## config.mk

```make
export PLATFORM = sky130hd
export DESIGN_NAME = press_classifier
export DESIGN_NICKNAME = d
export VERILOG_FILES = /design/src/rtl/press_pkg.sv /design/src/rtl/sync2.sv /design/src/rtl/press_classifier.sv
export SDC_FILE = /design/constraint.sdc
export NUM_CORES = 1
export LEC_CHECK = 0
export ABC_AREA = 1
export CAP_MARGIN = 20
export CORE_ASPECT_RATIO = 0.8
export CORE_MARGIN = 1.5
export CORE_UTILIZATION = 25
export CTS_BUF_LIST = sky130_fd_sc_hd__clkbuf_4 sky130_fd_sc_hd__clkbuf_8
export CTS_CLUSTER_SIZE = 14
export DETAILED_ROUTE_END_ITERATION = 6
export GPL_TIMING_DRIVEN = 0
export PLACE_DENSITY_LB_ADDON = 0.2
export SYNTH_ARGS = -nofsm -noshare
export SYNTH_HDL_FRONTEND = slang
export SYNTH_SLANG_ARGS = --single-unit
```

## constraint.sdc

```tcl
create_clock -name clock -period 2.7 [get_ports clock]
set_input_delay 0.27 -clock clock [delete_from_list [all_inputs] [get_ports clock]]
set_output_delay 0.27 -clock clock [all_outputs]
set_load 0.02 [all_outputs]
```

## src/rtl/press_pkg.sv

```systemverilog
// Shared input-handling definitions: gesture FSM states and default timing
// constants for a 50 MHz system clock.
package press_pkg;

  typedef enum logic [2:0] {
    ST_ARM       = 3'd0,
    ST_IDLE      = 3'd1,
    ST_PRESS1    = 3'd2,
    ST_GAP       = 3'd3,
    ST_PRESS2    = 3'd4,
    ST_LONG_HOLD = 3'd5
  } state_e;

  localparam int unsigned CLK_HZ      = 32'd50_000_000;
  localparam int unsigned LONG_CYCLES = CLK_HZ;
  localparam int unsigned GAP_CYCLES  = CLK_HZ / 32'd4;

endpackage

```

## src/rtl/sync2.sv

```systemverilog
// Generic two-flop synchroniser with a parameterised reset value.
module sync2 #(
  parameter logic RESET_VAL = 1'b0
) (
  input  logic clock,
  input  logic reset_n,
  input  logic d,
  output logic q
);

  logic meta_q;
  logic sync_q;

  always_ff @(posedge clock or negedge reset_n) begin
    if (!reset_n) begin
      meta_q <= RESET_VAL;
      sync_q <= RESET_VAL;
    end else begin
      meta_q <= d;
      sync_q <= meta_q;
    end
  end

  assign q = sync_q;

endmodule

```

## src/rtl/press_classifier.sv

```systemverilog
// Turns the debounced button level into short, long and double press pulses
// plus a held level, timing presses and gaps with one shared counter.
module press_classifier #(
  parameter int unsigned LONG_CYCLES = press_pkg::LONG_CYCLES,
  parameter int unsigned GAP_CYCLES  = press_pkg::GAP_CYCLES,
  parameter int unsigned CNT_W       = 27
) (
  input  logic clock,
  input  logic reset_n,
  input  logic level,
  output logic short_press,
  output logic long_press,
  output logic double_press,
  output logic held
);

  import press_pkg::*;

  localparam logic [CNT_W-1:0] LONG_LIM = CNT_W'(LONG_CYCLES - 32'd1);
  localparam logic [CNT_W-1:0] GAP_LIM  = CNT_W'(GAP_CYCLES - 32'd1);

  logic             level_s;
  state_e           state_q, state_d;
  logic [CNT_W-1:0] cnt_q, cnt_d;
  logic [CNT_W-1:0] lim_s;
  logic             short_q, short_d;
  logic             long_q, long_d;
  logic             double_q, double_d;
  logic             held_q, held_d;

  // Idle-high reset so a button already down at reset is not taken as a press.
  sync2 #(.RESET_VAL(1'b1)) u_sync (
    .clock   (clock),
    .reset_n (reset_n),
    .d       (level),
    .q       (level_s)
  );

  always_ff @(posedge clock or negedge reset_n) begin
    if (!reset_n) begin
      state_q  <= ST_ARM;
      cnt_q    <= '0;
      short_q  <= 1'b0;
      long_q   <= 1'b0;
      double_q <= 1'b0;
      held_q   <= 1'b0;
    end else begin
      state_q  <= state_d;
      cnt_q    <= cnt_d;
      short_q  <= short_d;
      long_q   <= long_d;
      double_q <= double_d;
      held_q   <= held_d;
    end
  end

  always_comb begin
    state_d  = state_q;
    short_d  = 1'b0;
    long_d   = 1'b0;
    double_d = 1'b0;
    lim_s    = (state_q == ST_GAP) ? GAP_LIM : LONG_LIM;
    cnt_d    = (cnt_q >= lim_s) ? lim_s : cnt_q + CNT_W'(1);

    // Level changes are tested before timeouts so an edge on the last count wins.
    case (state_q)
      ST_ARM: begin
        if (!level_s) state_d = ST_IDLE;
      end
      ST_IDLE: begin
        if (level_s) state_d = ST_PRESS1;
      end
      ST_PRESS1: begin
        if (!level_s) begin
          state_d = ST_GAP;
        end else if (cnt_q == LONG_LIM) begin
          state_d = ST_LONG_HOLD;
          long_d  = 1'b1;
        end
      end
      ST_GAP: begin
        if (level_s) begin
          state_d = ST_PRESS2;
        end else if (cnt_q == GAP_LIM) begin
          state_d = ST_IDLE;
          short_d = 1'b1;
        end
      end
      ST_PRESS2: begin
        if (!level_s) begin
          state_d  = ST_IDLE;
          double_d = 1'b1;
        end else if (cnt_q == LONG_LIM) begin
          state_d = ST_LONG_HOLD;
          long_d  = 1'b1;
        end
      end
      ST_LONG_HOLD: begin
        if (!level_s) state_d = ST_IDLE;
      end
      default: begin
        state_d = ST_ARM;
      end
    endcase

    if (state_d != state_q) cnt_d = '0;
    held_d = (state_d == ST_LONG_HOLD);
  end

  assign short_press  = short_q;
  assign long_press   = long_q;
  assign double_press = double_q;
  assign held         = held_q;

endmodule

```

==> results.sh, run 1 <==
export IMPL_overflow=0
export IMPL_cp_num_cells=15
export IMPL_slew_violations=0
export IMPL_fin_cells=551
export IMPL_total_power_mw=1.939
export IMPL_leakagePower_nw=1.373
export IMPL_io_buffers=6
export IMPL_slew_headroom_pct=41.25
export IMPL_path_clk_slew_ps=80
export IMPL_p_per_area_mw_per_mm2=605.4
export IMPL_die_h_um=96.94
export IMPL_first_global_vias=2411
export IMPL_postSynthAreaPerCell_um2=7.071
export IMPL_crit_type="flop to flop"
export IMPL_cts_buffers=5
export IMPL_dr_pass1_iters=4
export IMPL_vias_per_cell=4.530
export IMPL_drt_iter0_markers=172
export IMPL_post_route_period_util_pct=95.55
export IMPL_cp_num_buf_inv=4
export IMPL_drive_above_1_share_pct=15.97
export IMPL_ys_types=31
export IMPL_synth_edf_count=0
export IMPL_status="finished clean"
export IMPL_cts_sinks=36
export IMPL_cp_data_required_time_ps=2900
export IMPL_placed_cells=540
export IMPL_vias=2496
export IMPL_cts_tree="yes"
export IMPL_io_pins=7
export IMPL_synth_seq_area_share_pct=32.76
export IMPL_finalHoldViolCount=0
export IMPL_rows=34
export IMPL_grt_pass1_wl_um=13250
export IMPL_cts_root_buf="clkbuf_8"
export IMPL_worst_hold_slack_ps=84.83
export IMPL_worst_pin_slew_ps=881.3
export IMPL_antenna_left=0
export IMPL_synth_area_mm2=0.002758
export IMPL_clock_fmax_mhz=387.6
export IMPL_synth_top_cell_by_area="dfrtp_1"
export IMPL_syn_nets=402
export IMPL_synth_most_common_cell="nand2_1"
export IMPL_holdBufCountCts=0
export IMPL_crit_family="simple AND/OR/NAND/NOR gates"
export IMPL_cts_buffer_depth=2
export IMPL_final_net_count=418
export IMPL_cp_arrival_ps=2780
export IMPL_slowest_stage="dfrtp_1"
export IMPL_grt_max_degree=37
export IMPL_antenna_found_initial=0
export IMPL_diodes=0
export IMPL_hold_path_class="primary input to asynchronous set/reset pin"
export IMPL_critical_path_max_fanout=10
export IMPL_reg2reg_setup_slack_ps=120
export IMPL_crit_path_start_kind="flop"
export IMPL_clock_latency_ps=300
export IMPL_r2r_cells=15
export IMPL_design_area_mm2=0.003203
export IMPL_area_growth_pct=16.15
export IMPL_gp_congestion=0.8885
export IMPL_cp_cell_sequence="inv_2 > nand2_2 > nor2_4 > buf_12 > ha_1 > nand2_1 > nor2_1 > o21ai_0 > nand2_1 > a21oi_2 > nand3_2 > buf_6 > buf_6 > nor2_2 > nor2_4"
export IMPL_wirelength_um=8122
export IMPL_synth_warnings=0
export IMPL_drc_errors=0
export IMPL_synth_area_top_cells="dfrtp_1, nand2_1, nor2_1"
export IMPL_vdd_ir_drop_max_uv=253.9
export IMPL_setup_violations_final=0
export IMPL_die_w_um=120.4
export IMPL_async_flop_share_pct=100.0
export IMPL_place_area_mm2=0.002993
export IMPL_start_util_pct=25.52
export IMPL_hpwl_um=6134
export IMPL_die_area_mm2=0.01167
export IMPL_endpoint="cnt_q[13]$_DFF_PN0_"
export IMPL_end_kind="flop"
export IMPL_r2r_start="state_q[2]$_DFF_PN0_"
export IMPL_min_period_ps=2580
export IMPL_synth_top_cell_area_share_pct=30.85
export IMPL_core_mm2=0.01081
export IMPL_wl_per_cell_um=14.74
export IMPL_netlist_top_cells_count="nand2_1, nor2_1, inv_1"
export IMPL_grt_use_total_pct=14.77
export IMPL_max_stage_delay_ps=430
export IMPL_cts_max_level=2
export IMPL_synth_seq_cells=36
export IMPL_r2r_end="cnt_q[13]$_DFF_PN0_"
export IMPL_synth_ff_type="dfrtp_1"
export IMPL_skew_ps=11.88
export IMPL_startpoint="state_q[2]$_DFF_PN0_"
export IMPL_postSynthCellCount=390
export IMPL_maxCapViolCount=0
sequential cells by signal, indices dropped and copies added (netlist names):
register,cells
state_q,3
long_press,1
u_sync.meta_q,1
held,1
u_sync.q,1
short_press,1
double_press,1
cnt_q,27
metrics by stage:
stage / utilization [%] / setup WS, ps / TNS (ps)
after floorplan: - / 237.1 / 0
after global placement: 27.74 / -634.6 / -12470
after detailed placement: 27.70 / -634.0 / -12600
after CTS: 29.12 / 8.247 / 0
after global routing: 29.64 / -14.93 / -27.00
final: 29.64 / 120.3 / 0
report_power, final:
group | total, mW | switching, mW | internal (mW)
sequential | 0.612 | 0.0372 | 0.575
combinational | 0.831 | 0.562 | 0.269
clock | 0.496 | 0.222 | 0.274
kinds of logic after synthesis:
group,share of synthesized area [%]
compound gates,3.267
xor+xnor,6.670
fa+ha+maj,4.084
buf+inv,8.802
flops,32.76
simple gates,44.42
per-layer routing:
layer | part of all wire, % | global-route usage (%) | routed length (um)
met1 | 53 | 22.79 | 4291
met2 | 40 | 20.67 | 3287
met3 | 5.6 | 3.007 | 456
met4 | 1.1 | 3.710 | 88
met5 | 0 | 0 | 0
timing repair:
action | 4_1_cts | 5_1_grt
setup buffers | 3 | 0
hold endpoints to repair | 0 | 0
pin swaps | 2 | 2
setup endpoints to repair | 27 | 26
resized for setup | 2 | 12
worst min path at each step:
stage / from / slack (ps) / cells past startpoint / endpoint
2_1_floorplan: reset_n / -30 / 0 / cnt_q[0]$_DFF_PN0_
3_3_place_gp: u_sync.meta_q$_DFF_PN1_ / 350 / 0 / u_sync.q$_DFF_PN1_
3_5_place_dp: u_sync.meta_q$_DFF_PN1_ / 350 / 0 / u_sync.q$_DFF_PN1_
4_1_cts: reset_n / 120 / 1 / state_q[2]$_DFF_PN0_
5_1_grt: reset_n / 150 / 1 / state_q[0]$_DFF_PN0_
6_report: reset_n / 80 / 1 / cnt_q[8]$_DFF_PN0_
layout make-up:
type	count	area [um2]
inverters	50	187.7
clock buffers	5	68.82
plain buffers	6	62.56
multi-input cells	298	1668
repair buffers	9	90.09
well taps	144	180.2
clock inverters	3	42.54
fillers	1202	7602
flip-flops and latches	36	903.4
placed cells by master (no fill, tap or decap), types with 3 or more instances in the layout:
cell	synthesis	final
xnor2_1	3	3
clkbuf_8	0	5
dfrtp_1	34	34
nor3_1	16	16
clkdlybuf4s50_1	0	5
inv_1	45	44
nand2_1	88	86
nor2_1	83	80
o21ai_0	3	3
nor4_1	3	3
ha_1	9	7
a21oi_1	7	6
nand3_1	21	20
xor2_1	18	18
nand4_1	13	13
nand3_2	3	4
nor2_4	15	16
buf_4	4	4
inv_2	4	5
nand2_2	7	8
nor2_2	1	3
Note: power is estimated with default switching activity, not from simulation.
==> run 2: changes to the inputs <==
Settings changed: GPL_ROUTABILITY_DRIVEN set to 1.
==> results of run 2 <==
The final DEF is identical to that of run 1; final timing and power are the same.
